## config.mk

```make
export PLATFORM = sky130hd
export DESIGN_NAME = seq_packer_pp
export DESIGN_NICKNAME = d
export VERILOG_FILES = /design/src/rtl/seq_packer_pp.sv
export SDC_FILE = /design/constraint.sdc
export NUM_CORES = 1
export LEC_CHECK = 0
export ABC_CLOCK_PERIOD_IN_PS = 11430
export BUFFER_PORTS_ARGS = -buffer_cell sky130_fd_sc_hd__buf_2
export CORE_MARGIN = 3
export CORE_UTILIZATION = 50
export CTS_CLUSTER_SIZE = 24
export DETAILED_ROUTE_END_ITERATION = 16
export GPL_ROUTABILITY_DRIVEN = 1
export GPL_TIMING_DRIVEN = 0
export PLACE_DENSITY = 0.79
export SLEW_MARGIN = 20
export SYNTH_ARGS = -nofsm -noshare
export SYNTH_HDL_FRONTEND = slang
export SYNTH_SLANG_ARGS = --single-unit
```

## constraint.sdc

```tcl
create_clock -name clk -period 11.43 [get_ports clk]
set_input_delay 1.143 -clock clk [delete_from_list [all_inputs] [get_ports clk]]
set_output_delay 1.143 -clock clk [all_outputs]
set_load 0.02 [all_outputs]
```

## src/rtl/seq_packer_pp.sv

```systemverilog
// Double-buffered sequence packer: input FIFO feeding two ping-pong packet buffers of PACKET_SIZE lanes.
// Optional idle-timeout flush of partial packets is compiled in with `define SEQ_PACKER_TIMEOUT_EN.
module seq_packer_pp #(
    parameter int PACKET_SIZE = 4,
    parameter int LL_BITS     = 17,
    parameter int ML_BITS     = 17,
    parameter int OFFSET_BITS = 17,
    parameter int FIFO_DEPTH  = 8,
    parameter int TIMEOUT     = 64
) (
    input  logic                               clk,
    input  logic                               rst_n,
    input  logic                               i_valid,
    input  logic [LL_BITS-1:0]                 i_ll,
    input  logic [ML_BITS-1:0]                 i_ml,
    input  logic [OFFSET_BITS-1:0]             i_offset,
    input  logic                               i_eoj,
    input  logic [ML_BITS-1:0]                 i_overlap_len,
    input  logic                               i_delim,
    output logic                               i_ready,
    output logic                               o_valid,
    output logic [PACKET_SIZE-1:0]             o_mask,
    output logic [$clog2(PACKET_SIZE+1)-1:0]   o_count,
    output logic [PACKET_SIZE*LL_BITS-1:0]     o_ll,
    output logic [PACKET_SIZE*ML_BITS-1:0]     o_ml,
    output logic [PACKET_SIZE*OFFSET_BITS-1:0] o_offset,
    output logic [ML_BITS-1:0]                 o_overlap,
    output logic                               o_eoj,
    output logic                               o_delim,
    input  logic                               o_ready
);

    localparam int CW = $clog2(PACKET_SIZE + 1);
    localparam int IW = $clog2(PACKET_SIZE);
    localparam int AW = $clog2(FIFO_DEPTH);
    localparam int FW = $clog2(FIFO_DEPTH + 1);
    localparam int EW = LL_BITS + ML_BITS + OFFSET_BITS + ML_BITS + 2;

    if (PACKET_SIZE < 2 || (PACKET_SIZE & (PACKET_SIZE - 1)) != 0 || TIMEOUT < 1 || FIFO_DEPTH < 2)
    begin : g_param_check
        $error("seq_packer_pp: illegal parameter combination");
    end

    typedef enum logic [1:0] {BUF_EMPTY, BUF_FILLING, BUF_CLOSED} buf_state_t;

    function automatic logic [PACKET_SIZE-1:0] therm(input logic [CW-1:0] n);
        logic [PACKET_SIZE-1:0] t;
        for (int i = 0; i < PACKET_SIZE; i++) t[i] = (i < int'(n));
        return t;
    endfunction

    function automatic logic [AW-1:0] next_ptr(input logic [AW-1:0] p);
        return (p == AW'(FIFO_DEPTH - 1)) ? '0 : p + 1'b1;
    endfunction

    // Input FIFO
    logic [EW-1:0]  fifo_mem [FIFO_DEPTH];
    logic [AW-1:0]  wr_ptr, rd_ptr;
    logic [FW-1:0]  fifo_cnt;
    logic           push, pop, fifo_o_valid, fifo_o_ready;
    logic [LL_BITS-1:0]     h_ll;
    logic [ML_BITS-1:0]     h_ml, h_ovl;
    logic [OFFSET_BITS-1:0] h_off;
    logic                   h_eoj, h_delim;

    assign i_ready      = (fifo_cnt != FW'(FIFO_DEPTH));
    assign push         = i_valid && i_ready;
    assign fifo_o_valid = (fifo_cnt != '0);
    assign pop          = fifo_o_valid && fifo_o_ready;
    assign {h_ll, h_ml, h_off, h_ovl, h_eoj, h_delim} = fifo_mem[rd_ptr];

    always_ff @(posedge clk) begin
        if (push) fifo_mem[wr_ptr] <= {i_ll, i_ml, i_offset, i_overlap_len, i_eoj, i_delim};
    end

    always_ff @(posedge clk) begin
        if (!rst_n) begin
            wr_ptr   <= '0;
            rd_ptr   <= '0;
            fifo_cnt <= '0;
        end else begin
            if (push) wr_ptr <= next_ptr(wr_ptr);
            if (pop)  rd_ptr <= next_ptr(rd_ptr);
            if (push && !pop)      fifo_cnt <= fifo_cnt + 1'b1;
            else if (!push && pop) fifo_cnt <= fifo_cnt - 1'b1;
        end
    end

    // Ping-pong packet buffers
    buf_state_t             buf_state [2];
    logic [LL_BITS-1:0]     ll_q  [2][PACKET_SIZE];
    logic [ML_BITS-1:0]     ml_q  [2][PACKET_SIZE];
    logic [OFFSET_BITS-1:0] off_q [2][PACKET_SIZE];
    logic [ML_BITS-1:0]     ovl_q  [2];
    logic                   eoj_q  [2];
    logic                   delim_q[2];
    logic [CW-1:0]          cnt_q  [2];
    logic [PACKET_SIZE-1:0] mask_q [2];
    logic                   fill_sel, drain_sel;
    logic [IW-1:0]          idx;
    logic                   load_close, to_close, fill_close, release_pkt;
    logic [CW-1:0]          close_cnt;

    assign fifo_o_ready = (buf_state[fill_sel] != BUF_CLOSED);
    assign load_close   = pop && ((idx == IW'(PACKET_SIZE - 1)) || h_eoj || h_delim);
    assign fill_close   = load_close || to_close;
    // A timeout close has no load in the same cycle, so idx already equals the lane count
    assign close_cnt    = pop ? CW'(idx) + 1'b1 : CW'(idx);
    assign release_pkt  = o_valid && o_ready;

`ifdef SEQ_PACKER_TIMEOUT_EN
    localparam int TW = $clog2(TIMEOUT + 1);
    logic [TW-1:0] idle_cnt;

    assign to_close = !pop && (buf_state[fill_sel] == BUF_FILLING) && (idle_cnt == TW'(TIMEOUT - 1));

    always_ff @(posedge clk) begin
        if (!rst_n || pop || fill_close)             idle_cnt <= '0;
        else if (buf_state[fill_sel] == BUF_FILLING) idle_cnt <= idle_cnt + 1'b1;
    end
`else
    assign to_close = 1'b0;
`endif

    // Fill and drain buffers never coincide while both are active, so the writes below are disjoint
    always_ff @(posedge clk) begin
        if (!rst_n) begin
            fill_sel  <= 1'b0;
            drain_sel <= 1'b0;
            idx       <= '0;
            for (int b = 0; b < 2; b++) begin
                buf_state[b] <= BUF_EMPTY;
                ovl_q[b]     <= '0;
                eoj_q[b]     <= 1'b0;
                delim_q[b]   <= 1'b0;
                cnt_q[b]     <= '0;
                mask_q[b]    <= '0;
                for (int i = 0; i < PACKET_SIZE; i++) begin
                    ll_q[b][i]  <= '0;
                    ml_q[b][i]  <= '0;
                    off_q[b][i] <= '0;
                end
            end
        end else begin
            if (release_pkt) begin
                buf_state[drain_sel] <= BUF_EMPTY;
                ovl_q[drain_sel]     <= '0;
                eoj_q[drain_sel]     <= 1'b0;
                delim_q[drain_sel]   <= 1'b0;
                cnt_q[drain_sel]     <= '0;
                mask_q[drain_sel]    <= '0;
                for (int i = 0; i < PACKET_SIZE; i++) begin
                    ll_q[drain_sel][i]  <= '0;
                    ml_q[drain_sel][i]  <= '0;
                    off_q[drain_sel][i] <= '0;
                end
                drain_sel <= ~drain_sel;
            end
            if (pop) begin
                ll_q[fill_sel][idx]  <= h_ll;
                ml_q[fill_sel][idx]  <= h_ml;
                off_q[fill_sel][idx] <= h_off;
                ovl_q[fill_sel]      <= h_ovl;
                eoj_q[fill_sel]      <= h_eoj;
                delim_q[fill_sel]    <= h_delim;
            end
            if (fill_close) begin
                buf_state[fill_sel] <= BUF_CLOSED;
                cnt_q[fill_sel]     <= close_cnt;
                mask_q[fill_sel]    <= therm(close_cnt);
                fill_sel            <= ~fill_sel;
                idx                 <= '0;
            end else if (pop) begin
                buf_state[fill_sel] <= BUF_FILLING;
                idx                 <= idx + 1'b1;
            end
        end
    end

    always_comb begin
        o_valid   = (buf_state[drain_sel] == BUF_CLOSED);
        o_mask    = mask_q[drain_sel];
        o_count   = cnt_q[drain_sel];
        o_overlap = ovl_q[drain_sel];
        o_eoj     = eoj_q[drain_sel];
        o_delim   = delim_q[drain_sel];
        o_ll      = '0;
        o_ml      = '0;
        o_offset  = '0;
        for (int i = 0; i < PACKET_SIZE; i++) begin
            o_ll[i*LL_BITS +: LL_BITS]             = ll_q[drain_sel][i];
            o_ml[i*ML_BITS +: ML_BITS]             = ml_q[drain_sel][i];
            o_offset[i*OFFSET_BITS +: OFFSET_BITS] = off_q[drain_sel][i];
        end
    end

endmodule

```

==> Word level (Yosys, flattened, before mapping) <==
Memories as Yosys holds them, arrays and structs flattened. A register that Yosys moved wholly into a read port is not among the register bits.
Index checks and enable logic that the tools add are counted.
{ "op_classes": {"n_addsub": 6, "n_lt_le_gt_ge": 6, "eq_ne": 6, "mux": 100, "bitwise_logic": 5, "reduce_logical": 32} }
{ "op_table": {"columns": ["op", "count"], "rows": [
  ["$mux W68", 10],
  ["$reduce_or A68 Y1", 6],
  ["$mux W1", 72],
  ["$mux W17", 3],
  ["$demux W17 S2", 1],
  ["$reduce_or A17 Y1", 2],
  ["$mux W3", 7],
  ["$mux W4", 4],
  ["$reduce_or A4 Y1", 2],
  ["$logic_and A1 B1 Y1", 7],
  ["$add A3 B1 Y3 const B", 2],
  ["$eq A3 B3 Y1 const B", 2],
  ["$lt A1 B3 Y1 const A", 2],
  ["$lt A2 B3 Y1 const A", 2],
  ["$mux W2", 3],
  ["$reduce_or A2 Y1", 3],
  ["$reduce_or A3 Y1", 2],
  ["$add A4 B1 Y4 const B", 1],
  ["$eq A2 B2 Y1 const B", 2],
  ["$ne A4 B4 Y1 const B", 1],
  ["$reduce_bool A4 Y1", 1],
  ["$reduce_or A1 Y1", 4],
  ["$sub A4 B1 Y4 const B", 1],
  ["$add A2 B1 Y3 const B", 1],
  ["other kinds (10)", 14]
]} }
{ "totals": {"ff_bits": 14, "ramBits": 1024, "inputBits": 74, "output_inout_bits": 232, "elab_cells": 171, "n_memories": 10} }
{ "memory_table": {"columns": ["name", "words", "width", "rd", "rd_ports_with_merged_regs", "write_ports", "line", "text"], "rows": [
  ["fifo_mem", 8, 70, 1, 1, 1, "57", "logic [EW-1:0] fifo_mem [FIFO_DEPTH];"],
  ["ll_q", 2, 68, 1, 1, 2, "91", "logic [LL_BITS-1:0] ll_q [2][PACKET_SIZE];"],
  ["ml_q", 2, 68, 1, 1, 2, "92", "logic [ML_BITS-1:0] ml_q [2][PACKET_SIZE];"],
  ["off_q", 2, 68, 1, 1, 2, "93", "logic [OFFSET_BITS-1:0] off_q [2][PACKET_SIZE];"],
  ["ovl_q", 2, 17, 1, 1, 2, "94", "logic [ML_BITS-1:0] ovl_q [2];"],
  ["mask_q", 2, 4, 1, 1, 2, "98", "logic [PACKET_SIZE-1:0] mask_q [2];"],
  ["+4 memories", null, null, null, null, null, null, null]
]} }

==> Depth between registers and ports, before layout <==
{ "logic_depth": {"ltp_word": 10, "ltp_mapped": 12, "ltp_nobuf": 12} }

==> Worst setup path after synthesis <==
OpenSTA, ideal clock, no wires.
{ "synth_timing": {"path_kind": "input -> register", "startpoint": "input port i_valid", "endpoint": "memory fifo_mem[0][0] (netlist bit) (enable)", "setup_ps": 671, "arrival_ps": 7931, "required_time_ps": 10759, "path_slack_ps": 2829, "path_stages": 2, "path_buffers": 0, "path_cell_list": "nand2_1 -> nor4_1"} }
{ "synth_between": {"elab_chain_cells": 3} }
{ "synth_rtl": {"columns": ["element", "line", "text"], "rows": [
  ["from (decl)", "13", "input logic i_valid,"],
  ["$logic_and A1 B1 Y1", "67", "assign push = i_valid && i_ready;"],
  ["$mux W1", "73", "if (push) fifo_mem[wr_ptr] <= {i_ll, i_ml, i_offset, i_overlap_len, i_eoj, i_delim};"],
  ["$mux W1 (implied by the code)", "73", null],
  ["to (decl)", "57", null]
]} }
No other way between the ends.

==> reports/metrics.yaml <==
p_sw_mw: 3.74
yosys-top-cells-area: "edfxtp_1 (75%), mux4_2 (7.6%), mux2_2 (6.4%)"
antenna_found_initial: 25
setup_viol: 0
finalNonFillerCells: 3815
num_vias: 22500
yosysSeqAreaShare_pct: 76.5
drtIter0Drc: 2830
power_density_nw_per_um2: 241
synth_top_cell_by_area: "edfxtp_1"
p_comb_share_pct: 30.4
drc_errors: 0
rsz0062_at_grt: "false"
crit_arrival_ns: 3.76
timing.fmax_mhz: 204
status: "finished clean"
fin_nets: 2758
reg2reg_slack_ns: 7.93
synth_area_per_cell_um2: 18.6
drtAntennaViolNets: 0
cts_root_buf: "clkbuf_16"
p_leak_nw: 16.7
holdPathEnd: "delim_q[0]"
drt-total-wl_mm: 108
grt_max_degree: 40
hp-class: "register to register"
synth_cell_types: 42
cap_violations: 0
hp-start: "delim_q[0]"
cp-start-kind: "register"
dp_cells: 3620
dp_hpwl_mm: 74.4
hold_viol_final: 0
holdPathStages: 2
skew_ns: 0.0309
tightest_slew_ns: 1.19
final_area_um2: 47700
place_congestion: 0.832
rr_endpoint: "off_q[1][50]"
avgViaCountPerCell: 5.91
area_growth_pct: 17.6
place_ws_ns: 7.28
ys_warn_count: 0
dpl-instance-area_um2: 44500
internal_power_mw: 7.73
wire_per_inst_um: 28.3
post_cts_resized: 0
port_buffers: 305
slew_violations: 0
grt_pass1_vias: 22800
overflow: 0
cts_sinks: 1041
ir_worst_vdd_uv: 134
die_w_um: 291
initial_utilization_pct: 50.9
netlist.area_leader.share_pct: 75.4
grt_use_total_pct: 25.4
clock_latency_ns: 0.67
ios: 306
syn_area_um2: 40600
worst-r2r-cell-count: 8
syn_nets: 2268
cp_max_fo: 10
die-area_um2: 84600
num_rows: 103
core-area_um2: 79600
cts_made_buffers: 99
switching_share_pct: 32.6
synth_cells: 2182
crit_path_end_kind: "primary output"
htree_levels: 3
drt_pass1_iterations: 5
die_h_um: 291
period_needed_ns: 4.90
crit_type: "register to primary output"
cts.clk_slew.worst_paths_ns: 0.06
power_frac_seq_pct: 42.0
drive_gt1_share_pct: 34.5
clockBufferDepth: 3
critPathRequiredTime_ns: 10.29
setup_slack_ns: 6.53
max_slew_margin_pct: 18.3
cts_tree: "done"
reg2reg_from: "fifo_cnt[0]"
p_clk_share_pct: 27.6
grt_pass1_wl_mm: 156
synth_seq_cells: 1041
holdBufCountCts: 0
post_cts_buffers: 0
fin_crit_sh_pct: 42.9
[routing by layer]
layer | routed length, µm | share of wire (%) | track usage, % | up-vias
met5 | 58 | 0.054 | 0 | -
met4 | 4270 | 3.9 | 10.4 | 10
met3 | 10600 | 9.8 | 5.66 | 226
met2 | 53800 | 50 | 42.1 | 1327
met1 | 39300 | 36 | 32.6 | 11600
li1 | - | - | - | 9407
[power groups by stage]
stage / Clock [mW] / Combinational, mW / Sequential (mW)
6_report: 3.16 / 3.49 / 4.81
5_1_grt: 3.34 / 3.67 / 4.85
4_1_cts: 3.19 / 3.50 / 4.81
3_5_place_dp: 0 / 3.46 / 4.89
3_3_place_gp: 0 / 3.33 / 4.91
2_1_floorplan: 0 / 2.20 / 4.87
[Yosys cell counts]
library cell and instances:
nor3_1 11, fa_1 1, or3_1 3, a31oi_1 2, nand3_1 6, a211oi_2 1, nor4_1 3, buf_4 7
a21o_1 1, o22ai_1 1, clkbuf_1 88, nand2_2 1, buf_2 9, inv_1 7, mux2i_4 3, mux2_2 230
mux2i_1 68, inv_2 1, and3b_1 2, nor2_1 465, buf_6 7, a21oi_1 9, nor3_2 2, o21ai_0 8
o21a_1 1, mux2i_2 2, xnor2_1 2, nor3b_1 2, nand2b_1 2, dfxtp_1 23, mux4_2 136, or2_4 1
nand2_1 33, xor2_1 2, mux4_1 4, o2111ai_1 2, or2_2 1, buf_1 4, nor2_2 1, ha_1 11
edfxtp_1 1018, nor4b_1 1
[area by class of cell]
cell class | count | area [µm²]
antenna | 14 | 35.0
buffer | 115 | 523
clock buffer | 126 | 2640
clock inverter | 54 | 468
fill | 5553 | 32000
inverter | 8 | 30.0
multi-input combinational | 1018 | 9100
sequential | 1041 | 31000
tap | 1050 | 1310
timing repair buffer | 389 | 2530
[flip-flops by register name (all words and copies together) (netlist names), named ones only]
| signal | flops |
|---|---|
| delim_q | 2 |
| mask_q | 6 |
| eoj_q | 2 |
| fifo_cnt | 4 |
| off_q | 136 |
| ml_q | 136 |
| fifo_mem | 560 |
| fill_sel | 1 |
| buf_state | 4 |
| ovl_q | 34 |
| ll_q | 136 |
| drain_sel | 1 |
| rd_ptr | 3 |
| cnt_q | 6 |
| idx | 2 |
| wr_ptr | 3 |
[placed cells by master (no fill, tap or decap), types with 3 or more instances in the layout]
master      Yosys  routed
mux2i_4         3       3
nor3_2          2       6
or3_1           3       3
buf_2           9     326
a21oi_1         9       9
nor2_4          0       3
nand2_1        33      25
inv_1           7       7
inv_6           0       3
mux2i_2         2       6
buf_1           4       4
bufinv_16       0       7
nand3_1         6       6
diode_2         0      14
buf_4           7      47
mux4_2        136     136
nor2_1        465     462
mux4_1          4       4
clkinv_2        0      14
edfxtp_1     1018    1018
nor3_1         11       7
ha_1           11      11
dfxtp_1        23      23
mux2_2        230     230
buf_6           7      19
o21ai_0         8       8
buf_16          0      14
nand2_4         0       8
buf_12          0       6
clkinvlp_4      0       5
mux2i_1        68      64
clkbuf_1       88     110
clkbuf_16       0     101
clkinv_1        0      22
[critical path, cell delays in order, from the launching register on]
cell and delay, ns:
dfxtp_1 0.30, clkbuf_1 0.42, clkbuf_1 0.74, clkbuf_1 0.94, mux2_2 0.49, buf_2 0.18
[stage by stage]
| step | util [%] | total power [mW] | hold slack (ns) | setup TNS [ns] |
|---|---|---|---|---|
| floorplan | - | 7.07 | 0.438 | 0 |
| global placement | 54.5 | 8.24 | 0.456 | -535.80 |
| detailed placement | 55.9 | 8.35 | 0.485 | 0 |
| CTS | 59.8 | 11.5 | 0.502 | 0 |
| global route | 59.8 | 11.9 | 0.520 | 0 |
| finish | 59.9 | 11.5 | 0.508 | 0 |
[how the worst max path moves through the flow]
stage          startpoint         endpoint  slack (ns)  cells past startpoint
2_1_floorplan     i_valid   fifo_mem[0][0]        2.83                      2
3_3_place_gp      i_valid  fifo_mem[0][46]       -4.66                      3
3_5_place_dp     register        o_mask[0]        7.28                      5
4_1_cts          register        o_mask[0]        6.56                      5
5_1_grt          register        o_mask[0]        6.50                      5
6_report         register        o_mask[0]        6.53                      5
[cell families (layout without fill, tap and decap cells)]
family          Yosys count  count (layout)  synth area share, %
other cells               0              14                    0
buf+inv                 123             692                 1.36
xor+xnor                  4               4               0.0864
flops                  1041            1041                 76.5
mux                     443             443                 16.1
compound gates           25              25                0.367
fa+ha+maj                12              12                0.389
simple gates            534             534                 5.16
Power figures use the tool's default switching activity.
